$ cat src/rtl/alu_pkg.sv
// Shared types for the subtract-path result-correction stage: FSM states,
// subtract-mode constants and the per-bit operation encoding.
package alu_pkg;

  typedef enum logic [1:0] {
    ST_IDLE  = 2'd0,
    ST_SHIFT = 2'd1,
    ST_DONE  = 2'd2
  } state_e;

  localparam logic MODE_ONES = 1'b0;
  localparam logic MODE_TWOS = 1'b1;

  typedef enum logic [1:0] {
    OP_INC  = 2'd0,  // one's-complement positive: end-around +1
    OP_INV  = 2'd1,  // one's-complement negative: invert
    OP_PASS = 2'd2,  // two's-complement positive: copy
    OP_NEG  = 2'd3   // two's-complement negative: copy through first 1, then invert
  } op_e;

  function automatic op_e op_select(logic mode, logic cout);
    op_e op;
    if (mode == MODE_ONES) op = cout ? OP_INC : OP_INV;
    else                   op = cout ? OP_PASS : OP_NEG;
    return op;
  endfunction

endpackage

$ cat src/rtl/recomplementer_if.sv
// Valid/ready bundle between the adder, the correction stage and the result register.
interface recomplementer_if #(
  parameter int unsigned WIDTH = 4
);
  logic             in_valid;
  logic             in_ready;
  logic [WIDTH-1:0] in_sum;
  logic             in_cout;
  logic             in_mode;
  logic             out_valid;
  logic             out_ready;
  logic [WIDTH-1:0] out_mag;
  logic             out_neg;
  logic             out_ovf;

  modport master (
    output in_valid, in_sum, in_cout, in_mode, out_ready,
    input  in_ready, out_valid, out_mag, out_neg, out_ovf
  );

  modport slave (
    input  in_valid, in_sum, in_cout, in_mode, out_ready,
    output in_ready, out_valid, out_mag, out_neg, out_ovf
  );
endinterface

$ cat src/rtl/recomp_bit_cell.sv
// One bit of serial correction; the flag is the increment carry or the
// "a 1 has already been copied" marker depending on the operation.
module recomp_bit_cell
  import alu_pkg::*;
(
  input  logic bit_i,
  input  op_e  op_i,
  input  logic flag_i,
  output logic res_o,
  output logic flag_o
);

  always_comb begin
    res_o  = bit_i;
    flag_o = flag_i;
    unique case (op_i)
      OP_INC: begin
        res_o  = bit_i ^ flag_i;
        flag_o = bit_i & flag_i;
      end
      OP_INV:  res_o = ~bit_i;
      OP_PASS: res_o = bit_i;
      OP_NEG: begin
        res_o  = flag_i ? ~bit_i : bit_i;
        flag_o = flag_i | bit_i;
      end
      default: ;
    endcase
  end

endmodule

$ cat src/rtl/recomplementer.sv
// Bit-serial conversion of the raw complement-and-add sum back into
// sign-magnitude form, LSB first, with valid/ready on both sides.
module recomplementer
  import alu_pkg::*;
#(
  parameter int unsigned WIDTH = 4
) (
  input  logic                   clk,
  input  logic                   rst_n,
  recomplementer_if.slave        bus
);

  localparam int unsigned CW = $clog2(WIDTH + 1);

  state_e           state_q;
  op_e              op_q;
  logic [WIDTH-1:0] sum_q;
  logic [WIDTH-2:0] acc_q;
  logic [CW-1:0]    cnt_q;
  logic             flag_q;
  logic             cout_q;
  logic             out_valid_q;
  logic [WIDTH-1:0] out_mag_q;
  logic             out_neg_q;
  logic             out_ovf_q;

  logic             res_bit;
  logic             flag_d;
  logic [WIDTH-1:0] mag_d;
  op_e              op_d;

  recomp_bit_cell u_cell (
    .bit_i  (sum_q[0]),
    .op_i   (op_q),
    .flag_i (flag_q),
    .res_o  (res_bit),
    .flag_o (flag_d)
  );

  // Result bits enter at the MSB; after the last shift this is the full magnitude.
  assign mag_d = {res_bit, acc_q};
  assign op_d  = op_select(bus.in_mode, bus.in_cout);

  always_ff @(posedge clk or negedge rst_n) begin
    if (!rst_n) begin
      state_q     <= ST_IDLE;
      op_q        <= OP_INC;
      sum_q       <= '0;
      acc_q       <= '0;
      cnt_q       <= '0;
      flag_q      <= 1'b0;
      cout_q      <= 1'b0;
      out_valid_q <= 1'b0;
      out_mag_q   <= '0;
      out_neg_q   <= 1'b0;
      out_ovf_q   <= 1'b0;
    end else begin
      unique case (state_q)
        ST_IDLE: begin
          if (bus.in_valid) begin
            sum_q   <= bus.in_sum;
            cout_q  <= bus.in_cout;
            op_q    <= op_d;
            // Increment path starts with carry-in 1; negate path starts with no 1 seen.
            flag_q  <= (op_d == OP_INC);
            cnt_q   <= '0;
            state_q <= ST_SHIFT;
          end
        end
        ST_SHIFT: begin
          sum_q  <= sum_q >> 1;
          acc_q  <= mag_d[WIDTH-1:1];
          flag_q <= flag_d;
          cnt_q  <= cnt_q + CW'(1);
          if (cnt_q == CW'(WIDTH - 1)) begin
            out_valid_q <= 1'b1;
            out_mag_q   <= mag_d;
            // Negative zero from the invert path folds to +0.
            out_neg_q   <= ~cout_q & (|mag_d);
            out_ovf_q   <= (op_q == OP_INC) & flag_d;
            state_q     <= ST_DONE;
          end
        end
        ST_DONE: begin
          if (bus.out_ready) begin
            out_valid_q <= 1'b0;
            state_q     <= ST_IDLE;
          end
        end
        default: state_q <= ST_IDLE;
      endcase
    end
  end

  assign bus.in_ready  = (state_q == ST_IDLE);
  assign bus.out_valid = out_valid_q;
  assign bus.out_mag   = out_mag_q;
  assign bus.out_neg   = out_neg_q;
  assign bus.out_ovf   = out_ovf_q;

endmodule

$ cat src/flat_wrapper.sv
// flat-port wrapper written by rule: the top's interface ports become plain ports
module recomplementer_flat import alu_pkg::*;
#(
  parameter int unsigned WIDTH = 4
)
  (clk, rst_n, bus_in_valid, bus_in_sum, bus_in_cout, bus_in_mode, bus_out_ready, bus_in_ready, bus_out_valid, bus_out_mag, bus_out_neg, bus_out_ovf);
  recomplementer_if #(.WIDTH(WIDTH)) bus_i ();
  input  logic clk;
  input  logic rst_n;
  input wire logic [$bits(bus_i.in_valid)-1:0] bus_in_valid;
  input wire logic [$bits(bus_i.in_sum)-1:0] bus_in_sum;
  input wire logic [$bits(bus_i.in_cout)-1:0] bus_in_cout;
  input wire logic [$bits(bus_i.in_mode)-1:0] bus_in_mode;
  input wire logic [$bits(bus_i.out_ready)-1:0] bus_out_ready;
  output wire logic [$bits(bus_i.in_ready)-1:0] bus_in_ready;
  output wire logic [$bits(bus_i.out_valid)-1:0] bus_out_valid;
  output wire logic [$bits(bus_i.out_mag)-1:0] bus_out_mag;
  output wire logic [$bits(bus_i.out_neg)-1:0] bus_out_neg;
  output wire logic [$bits(bus_i.out_ovf)-1:0] bus_out_ovf;
  assign bus_i.in_valid = bus_in_valid;
  assign bus_i.in_sum = bus_in_sum;
  assign bus_i.in_cout = bus_in_cout;
  assign bus_i.in_mode = bus_in_mode;
  assign bus_i.out_ready = bus_out_ready;
  assign bus_in_ready = bus_i.in_ready;
  assign bus_out_valid = bus_i.out_valid;
  assign bus_out_mag = bus_i.out_mag;
  assign bus_out_neg = bus_i.out_neg;
  assign bus_out_ovf = bus_i.out_ovf;
  recomplementer #(.WIDTH(WIDTH)) u_core (.clk(clk), .rst_n(rst_n), .bus(bus_i));
endmodule
$ cat config.mk
export PLATFORM = sky130hd
export DESIGN_NAME = recomplementer_flat
export DESIGN_NICKNAME = d
export VERILOG_FILES = /design/src/rtl/alu_pkg.sv /design/src/rtl/recomplementer_if.sv /design/src/rtl/recomp_bit_cell.sv /design/src/rtl/recomplementer.sv /design/src/flat_wrapper.sv
export SDC_FILE = /design/constraint.sdc
export NUM_CORES = 1
export LEC_CHECK = 0
export ABC_AREA = 1
export CAP_MARGIN = 20
export CORE_MARGIN = 2
export CORE_UTILIZATION = 56
export CTS_CLUSTER_DIAMETER = 60
export DETAILED_ROUTE_END_ITERATION = 7
export GPL_TIMING_DRIVEN = 0
export PLACE_DENSITY = 0.92
export SKIP_LAST_GASP = 1
export SLEW_MARGIN = 20
export SYNTH_ARGS = -nofsm -noshare
export SYNTH_HDL_FRONTEND = slang
export SYNTH_HIERARCHICAL = 1
export SYNTH_SLANG_ARGS = --single-unit
$ cat constraint.sdc
create_clock -name clk -period 3.5 [get_ports clk]
set_input_delay 0.7 -clock clk [delete_from_list [all_inputs] [get_ports clk]]
set_output_delay 0.7 -clock clk [all_outputs]
set_load 0.005 [all_outputs]
==> results of run 1 <==
[cell usage after synthesis]
library cell	n	share of area [%]
buf_6	1	0.97
o21ai_2	1	0.75
inv_2	4	1.3
nor2_2	2	1.1
ha_1	8	8.6
nand4_1	1	0.54
buf_4	2	1.3
inv_1	15	4.8
nand2_1	54	17
nand3_1	8	3.4
nor2_1	3	0.97
dfrtp_1	23	50
o21ai_0	9	3.9
nand2_2	2	1.1
nor2_4	1	0.97
nand3_2	1	0.86
o31ai_1	1	0.65
o21ai_1	4	1.7
[per-stage QoR]
stage	cells	cell area [um2]	total power [uW]	setup slack, ns
detailed placement	184	1370	1050	1.53
global placement	184	1370	999	1.59
floorplan	140	1160	836	2.19
finish	188	1390	1160	1.28
CTS	188	1390	1170	1.28
global route	188	1390	1270	1.20
[state kept, by name (all words and copies together) (netlist names)]
signal	cells
u_core/bus.out_ovf	1
u_core/state_q	2
u_core/acc_q	3
u_core/bus.out_valid	1
u_core/bus.out_neg	1
u_core/bus.out_mag	4
u_core/sum_q	4
u_core/flag_q	1
u_core/cnt_q	3
u_core/op_q	2
u_core/cout_q	1
[cells by family after synthesis]
| group | after synthesis |
|---|---|
| AO/OA/AOI/OAI | 15 |
| flip-flops | 23 |
| adder cells (fa/ha/maj) | 8 |
| buffers and inverters | 22 |
| AND/OR/NAND/NOR | 72 |
[power by group]
part           internal (uW)  switching [uW]
sequential               382            87.2
combinational            249             318
clock                   42.8            82.0
[how the worst min path moves through the flow]
stage | to | cells after the start | slack (ns)
2_1_floorplan | u_core/acc_q[0] | 0 | 0.40
3_3_place_gp | u_core/cnt_q[1] | 2 | 0.46
3_5_place_dp | u_core/sum_q[3] | 2 | 0.47
4_1_cts | u_core/bus.out_valid | 2 | 0.50
5_1_grt | u_core/bus.out_neg | 1 | 0.34
6_report | u_core/acc_q[1] | 1 | 0.32
[critical path, delay by kind of cell (launching register included)]
kind,cells,cell delay (ns)
flip-flops,1,0.39
buffers and inverters,2,0.69
AND/OR/NAND/NOR,1,0.13
[cell type report]
| type | instances | area, um2 |
|---|---|---|
| Sequential cell | 23 | 576 |
| Fill cell | 159 | 574 |
| Multi-Input combinational cell | 95 | 488 |
| Timing Repair Buffer | 17 | 165 |
| Inverter | 19 | 71.3 |
| Tap cell | 27 | 33.8 |
| Buffer | 3 | 26.3 |
| Clock buffer | 3 | 22.5 |
| Clock inverter | 1 | 5.00 |
[routing by layer]
layer / routed length, um / global-route usage [%]
met3: 43 / 2.73
met4: 45 / 11.1
met1: 964 / 24.9
met2: 1170 / 36.2
met5: 0 / 0
==> metrics.csv, run 1 <==
metric,value,unit
Max Freq,450,MHz
Setup crit end,bus_in_ready,
pin count of the biggest net entering global routing,24,
grt total ovfl,0,
fin util,70.7,%
final hold vios,0,
peak supply drop,0.484,mV
nets@finish,180,
core box area,1960,um2
Synthesized Nets,158,
hold_ws,0.323,ns
reg2reg end,u_core/bus.out_neg,
aggregate routed wire length,2230,um
synthesized-area fraction occupied by adder cells,8.62,%
DP Wirelength,1720,um
Buffers on Ports,17,
max-capacitance violation count,0,
H-tree levels,1,
CP Cell Sequence,buf_4 -> nor2_4 -> clkdlybuf4s50_1,
Synth-to-Final Area Change,19.5,%
first-pass GRT wire length,3880,um
Reg2Reg Setup Slack,2.12,ns
clk_lat worst skew,0.32,ns
DRC viols,0,
die area,2450,um2
Synth Register Bits,23,
initial antenna violation count,0,
synthesized area,1160,um2
clock root buffer,clkbuf_4,
"antenna viol nets, final",0,
GPL Wtd Cong,0.781,
register area share after synthesis,49.6,%
post-synthesis compound-gate area fraction,7.00,%
routed length per placed instance,11.9,um
CTS resizes,0,
CP Launch Point,u_core/state_q[0],
RSZ-0062 raised after global routing,false,
ANT cells,0,
xor and xnor area share after synthesis,0,%
fin crit period,2.22,ns
Final setup violation count,0,
Slew Limit Fails,0,
CTS Sinks,23,
Crit. End Element,output port,
layout cell share with drive strength beyond 1,11.8,%
Initial DRC Count,11,
Core Rows,16,
synthesized area per cell,8.29,um2
Top Ports,18,
most frequent cells in the layout,"54 x nand2_1, 23 x dfrtp_1, 16 x clkdlybuf4s50_1",
Slew headroom,66.7,%
"commonest non-fill, non-tap cell in the layout",nand2_1,
via count,949,
setup TNS,0,ns
critical path class,reg -> out,
worst min path class,in -> async,
Starting Density,59.2,%
clock-pin slew on the worst setup and hold paths,0.13,ns
Clock Skews,0.00606,ns
"Data arrival, critical path",1.52,ns
mux contribution to synthesized area,0,%
die height,49.5,um
Yosys cell types,18,
CTS Buffer Depth,2,
Syn Inst Count,140,
Post-Synth Simple-Gate Area,26.4,%
setup bufs post-CTS,0,
Worst path max stage delay,0.52,ns
startpoint types,register,
die width,49.5,um
P per Cell Area,837,nW/um2
"Period Utilization, post-route",63.5,%
Leak,0.000719,uW
largest family of logic cells by synthesized area,simple AND/OR/NAND/NOR gates,
number of global-route vias before repair,914,
vias per inst,5.05,
worst-margin pin slew,0.499,ns
R2R depth,8,
WP data required,2.80,ns
outcome,"complete, no violations",
synth warn,6,
GR Util All Layers,20.8,%
Crit-path slowest cell,clkdlybuf4s50_1,
CP Max Fanout,8,
total CTS buffers,3,
CTS tree,done,
RR Startpoint,u_core/op_q[0],
DRT Pass-1 Iters,4,
cts hold-fix bufs,0,
No activity file was read; power rests on OpenSTA's default activity.
==> inputs of run 2 (changes only) <==
--- a/config.mk
+++ b/config.mk
@@ -8,11 +8,11 @@
 export ABC_AREA = 1
 export CAP_MARGIN = 20
 export CORE_MARGIN = 2
-export CORE_UTILIZATION = 56
+export CORE_UTILIZATION = 52
 export CTS_CLUSTER_DIAMETER = 60
 export DETAILED_ROUTE_END_ITERATION = 7
 export GPL_TIMING_DRIVEN = 0
-export PLACE_DENSITY = 0.92
+export PLACE_DENSITY = 0.86
 export SKIP_LAST_GASP = 1
 export SLEW_MARGIN = 20
 export SYNTH_ARGS = -nofsm -noshare
==> constraint.sdc (replaced) <==
create_clock -name clk -period 2.2 [get_ports clk]
set_input_delay 0.44 -clock clk [delete_from_list [all_inputs] [get_ports clk]]
set_output_delay 0.44 -clock clk [all_outputs]
set_load 0.005 [all_outputs]
==> run 2 against run 1 <==
Net effect:
- design area about the same
- critical path depth unchanged
- sequential share of layout area about the same
- worst setup slack got worse by 1.0 ns
- global-route usage decreased by 2.3 points
- total power increased by 58%
- first-iteration DRC count increased by 64%
- flip-flop and latch count unchanged
- largest cell class unchanged
- highest routed layer unchanged
==> metrics.csv, run 2 (synthesis gave the netlist of run 1 again) <==
metric,value,unit,change
outcome,"complete, no violations",,
"Period Utilization, post-route",88.0,%,
Clk pwr share,10.2,%,-0.6 points
aggregate routed wire length,2050,um,-8.0%
peak supply drop,0.786,mV,+62%
Worst path max stage delay,0.53,ns,about the same
DRC viols,0,,unchanged
core box area,2170,um2,+11%
total CTS buffers,3,,unchanged
placed cell areas,1370,um2,about the same
worst min path class,in -> async,,
sequential power share,40.4,%,about the same
vias per inst,4.79,,-5.1%
cts hold-fix bufs,0,,unchanged
"commonest non-fill, non-tap cell in the layout",nand2_1,,
most frequent cells in the layout,"54 x nand2_1, 23 x dfrtp_1, 16 x clkdlybuf4s50_1",,
DP Wirelength,1620,um,-6.1%
pre-CTS setup slack,0.499,ns,-1.04 ns
pin count of the biggest net entering global routing,24,,unchanged
"antenna viol nets, final",0,,unchanged
Slew headroom,66.9,%,+0.18 points
GR Util All Layers,18.5,%,-2.3 points
Crit-path slowest cell,clkdlybuf4s50_1,,
H-tree levels,1,,unchanged
WP data required,1.76,ns,-1.04 ns
RR Startpoint,u_core/op_q[0],,
DRT Pass-1 Iters,4,,unchanged
initial antenna violation count,0,,unchanged
Crit. End Element,output port,,
nets@finish,180,,unchanged
Cell Count Post-Placement,185,,+0.54%
CP Max Fanout,8,,unchanged
clk_lat worst skew,0.30,ns,-0.02 ns
CTS tree,done,,
via count,905,,-4.6%
Initial DRC Count,18,,+7
die width,51.3,um,+3.5%
Setup crit end,bus_in_ready,,
critical path class,reg -> out,,
R2R depth,8,,unchanged
die height,51.3,um,+3.5%
Slew Limit Fails,0,,unchanged
met2 GRT Util,34.2,%,-2.0 points
Max Freq,517,MHz,
CTS resizes,0,,unchanged
setup TNS,0,ns,unchanged
Reg2Reg Setup Slack,0.81,ns,-1.31 ns
Top Ports,18,,unchanged
GPL Wtd Cong,0.778,,-0.46%
Core Rows,17,,+1
first-pass GRT wire length,3600,um,-7.3%
CP Cell Sequence,buf_4 -> nor2_4 -> clkdlybuf4s50_1,,
CP Launch Point,u_core/state_q[0],,
"Data arrival, critical path",1.50,ns,-0.02 ns
routed length per placed instance,10.8,um,-8.5%
number of global-route vias before repair,875,,-4.3%
GRT Max-Usage Layer,met2,,
CTS Sinks,23,,unchanged
Non-Filler Instances,189,,+0.53%
Clock Skews,0.00980,ns,+0.00374 ns
grt total ovfl,0,,unchanged
startpoint types,register,,
max-capacitance violation count,0,,unchanged
Buffers on Ports,17,,unchanged
die area,2630,um2,+7.1%
Internal,1070,uW,+59%
grt met3 use,1.75,%,-0.97 points
fin area,1390,um2,about the same
Leak,0.000719,uW,unchanged
worst-margin pin slew,0.497,ns,-0.00276 ns
fin crit period,1.94,ns,
P_sw,757,uW,+56%
layout cell share with drive strength beyond 1,11.8,%,unchanged
fin util,64.0,%,-6.7 points
Final setup violation count,0,,unchanged
ANT cells,0,,unchanged
CTS Buffer Depth,2,,unchanged
Gate power share,49.4,%,+0.6 points
final hold vios,0,,unchanged
switching share of total power,41.4,%,-0.59 points
clock-pin slew on the worst setup and hold paths,0.13,ns,about the same
P per Cell Area,1320,nW/um2,+58%
RSZ-0062 raised after global routing,false,,
Starting Density,53.5,%,-5.7 points
reg2reg end,u_core/bus.out_neg,,
clock root buffer,clkbuf_4,,
met1 Use GR,21.5,%,-3.5 points
Synth-to-Final Area Change,19.6,%,about the same
setup bufs post-CTS,0,,unchanged
setup ws final,0.264,ns,-1.01 ns
-- run 2: cell counts in the layout (fill, tap and decap cells not counted) --
No cell type changed its count.
-- run 2: power groups by stage --
stage / Clock [uW] / Combinational (uW) / Sequential, uW
2_1_floorplan: 0 / 602 / 728
3_3_place_gp: 0 / 859 / 738
3_5_place_dp: 0 / 915 / 751
4_1_cts: 194 / 920 / 742
5_1_grt: 213 / 1040 / 764
6_report: 187 / 904 / 740
-- run 2: worst max-delay path, delay by kind of cell (launching register included) --
kind / cells / cell delay, ns
buffers and inverters: 2 / 0.70
flip-flops: 1 / 0.38
AND/OR/NAND/NOR: 1 / 0.13
-- run 2: area by class of cell --
class | instances | area, um2
fill | 207 | 781
tap | 28 | 35.0
clock buffer | 3 | 22.5
buffer | 3 | 26.3
timing repair buffer | 17 | 165
inverter | 19 | 71.3
sequential | 23 | 576
multi-input combinational | 95 | 488
clock inverter | 1 | 5.00
-- run 2: worst min path at each step --
| stage | startpoint | endpoint | slack [ns] |
|---|---|---|---|
| final | rst_n | u_core/bus.out_ovf | 0.08 |
| after global routing | rst_n | u_core/bus.out_ovf | 0.1 |
| after CTS | u_core/cout_q | u_core/cout_q | 0.50 |
| after detailed placement | u_core/cout_q | u_core/cout_q | 0.47 |
| after global placement | u_core/cnt_q[1] | u_core/cnt_q[1] | 0.46 |
| after floorplan | rst_n | u_core/acc_q[0] | 0.14 |
-- run 2: routing by layer --
| layer | wire length, um | share of wire, % | vias to the layer above |
|---|---|---|---|
| li1 | - | - | 474 |
| met1 | 929 | 45 | 419 |
| met3 | 58 | 2.8 | 2 |
| met5 | 0 | 0 | - |
| met2 | 1040 | 51 | 10 |
| met4 | 17 | 0.83 | 0 |
-- run 2: through the flow --
step / hold slack (ns) / total power, uW
after detailed placement: 0.466 / 1670
after global placement: 0.461 / 1600
after global routing: 0.0991 / 2020
after floorplan: 0.144 / 1330
final: 0.0763 / 1830
after CTS: 0.498 / 1860
==> inputs of run 3 (changes only) <==
--- a/config.mk
+++ b/config.mk
@@ -7,7 +7,7 @@
 export LEC_CHECK = 0
 export ABC_AREA = 1
 export CAP_MARGIN = 20
-export CORE_MARGIN = 2
+export CORE_MARGIN = 5
 export CORE_UTILIZATION = 52
 export CTS_CLUSTER_DIAMETER = 60
 export DETAILED_ROUTE_END_ITERATION = 7
==> run 3 against run 2 <==
Net effect:
- routed wire length grew 10%
- critical endpoint unchanged
- total power rose by 1.2%
- maximum frequency fell by 1.6%
- critical path depth unchanged
- highest routed layer unchanged
==> metrics.csv, run 3 (synthesis gave the netlist of run 1 again) <==
metric,value,unit,change
Slew Limit Fails,0,,unchanged
aggregate routed wire length,2260,um,+10%
Starting Density,53.5,%,unchanged
layout cell share with drive strength beyond 1,11.8,%,unchanged
P per Cell Area,1330,nW/um2,+1.2%
critical path class,reg -> out,,
Clock Skews,0.00248,ns,-0.00732 ns
routed length per placed instance,11.9,um,+10%
DRC viols,0,,unchanged
Top Ports,18,,unchanged
CTS tree,done,,
first-pass GRT wire length,3780,um,+5.0%
GPL Wtd Cong,0.822,,+5.8%
RR Startpoint,u_core/op_q[0],,
nets@finish,180,,unchanged
core box area,2170,um2,unchanged
Crit path depth,3,,unchanged
P_sw,780,uW,+3.0%
die width,57.3,um,+12%
WP data required,1.76,ns,about the same
Crit. End Element,output port,,
via count,953,,+5.3%
worst-margin pin slew,0.503,ns,+0.00647 ns
Reg2Reg Setup Slack,0.78,ns,-0.03 ns
cts hold-fix bufs,0,,unchanged
CP Max Fanout,8,,unchanged
"commonest non-fill, non-tap cell in the layout",nand2_1,,
Buffers on Ports,17,,unchanged
Setup crit end,bus_in_ready,,
ANT cells,0,,unchanged
most frequent cells in the layout,"54 x nand2_1, 23 x dfrtp_1, 16 x clkdlybuf4s50_1",,
Core Rows,17,,unchanged
vias per inst,5.04,,+5.3%
Slew headroom,66.5,%,-0.43 points
Clk pwr share,10.6,%,+0.4 points
setup TNS,0,ns,unchanged
Crit-path slowest cell,clkdlybuf4s50_1,,
CP Cell Sequence,buf_4 -> nor2_4 -> clkdlybuf4s50_1,,
max-capacitance violation count,0,,unchanged
CTS Sinks,23,,unchanged
crit-path leading delay family,buffers and inverters,,
Gate power share,49.3,%,about the same
total CTS buffers,3,,unchanged
pin count of the biggest net entering global routing,24,,unchanged
Initial DRC Count,39,,+21
clk_lat worst skew,0.31,ns,about the same
clock root buffer,clkbuf_4,,
GR Util All Layers,14.9,%,-3.6 points
reg2reg end,u_core/bus.out_neg,,
DP Wirelength,1720,um,+6.5%
"Data arrival, critical path",1.53,ns,+0.03 ns
Synth-to-Final Area Change,19.6,%,unchanged
worst min path class,in -> async,,
"antenna viol nets, final",0,,unchanged
"Buf+Inv Stages, Crit Path",2,,unchanged
Overall Power,1850,uW,+1.2%
initial antenna violation count,0,,unchanged
grt total ovfl,0,,unchanged
H-tree levels,1,,unchanged
outcome,"complete, no violations",,
die height,57.3,um,+12%
CTS Buffer Depth,2,,unchanged
fin crit period,1.97,ns,+0.0306 ns
final hold vios,0,,unchanged
RSZ-0062 raised after global routing,false,,
clock-pin slew on the worst setup and hold paths,0.12,ns,about the same
number of global-route vias before repair,876,,+0.11%
sequential power share,40.2,%,-0.2 points
Leak,0.000719,uW,unchanged
die area,3280,um2,+25%
CP Launch Point,u_core/state_q[0],,
peak supply drop,0.669,mV,-15%
DRT Pass-1 Iters,4,,unchanged
Worst path max stage delay,0.52,ns,about the same
Final setup violation count,0,,unchanged
switching share of total power,42.1,%,+0.77 points
Internal,1070,uW,-0.17%
CTS resizes,0,,unchanged
R2R depth,8,,unchanged
setup bufs post-CTS,0,,unchanged
Max Freq,508,MHz,-1.6%
"Period Utilization, post-route",89.4,%,+1.4 points
startpoint types,register,,
run 3: cell counts in the layout (fill, tap and decap cells not counted):
No cell type changed its count.
run 3: through the flow:
stage	worst slack (ns)	utilization, %	instances	area (um2)	hold slack, ns
final	0.233	64.0	189	1390	0.0711
after global routing	0.163	64.0	189	1390	0.0949
after global placement	0.532	63.0	185	1370	0.461
after floorplan	0.984	-	140	1160	0.144
after CTS	0.222	64.2	189	1390	0.499
after detailed placement	0.528	63.0	185	1370	0.468
run 3: power groups by stage:
stage | clock, uW | combinational [uW] | sequential (uW)
after floorplan | 0 | 602 | 728
after global placement | 0 | 862 | 738
after detailed placement | 0 | 913 | 752
after CTS | 203 | 917 | 743
after global routing | 222 | 1040 | 772
final | 196 | 912 | 745
run 3: worst register-to-register path: cells and delay by family, from the launching register on:
kind / cells / cell delay, ns
adder cells (fa/ha/maj): 1 / 0.24
AO/OA/AOI/OAI: 1 / 0.19
buffers and inverters: 1 / 0.09
flip-flops: 1 / 0.44
AND/OR/NAND/NOR: 5 / 0.37
run 3: worst min-delay path by stage:
stage                       start                    end  depth (start not counted)
3_3_place_gp      u_core/cnt_q[1]        u_core/cnt_q[1]                          2
4_1_cts        u_core/bus.out_neg     u_core/bus.out_neg                          2
2_1_floorplan               rst_n        u_core/acc_q[0]                          0
3_5_place_dp   u_core/bus.out_neg     u_core/bus.out_neg                          2
6_report                    rst_n  u_core/bus.out_mag[0]                          1
5_1_grt                     rst_n  u_core/bus.out_mag[3]                          1
run 3: cell type report:
type                       count  area, um2
fill                         197        781
sequential                    23        576
inverter                      19       71.3
tap                           28       35.0
buffer                         3       26.3
clock buffer                   3       22.5
multi-input combinational     95        488
clock inverter                 1       5.00
timing repair buffer          17        165
run 3: layer usage:
metal / vias up / track usage, % / wire (um)
met1: 431 / 18.3 / 981
met4: 0 / 9.60 / 78
met5: - / 0 / 0
met2: 39 / 23.8 / 1060
met3: 8 / 2.94 / 137
li1: 475 / - / -
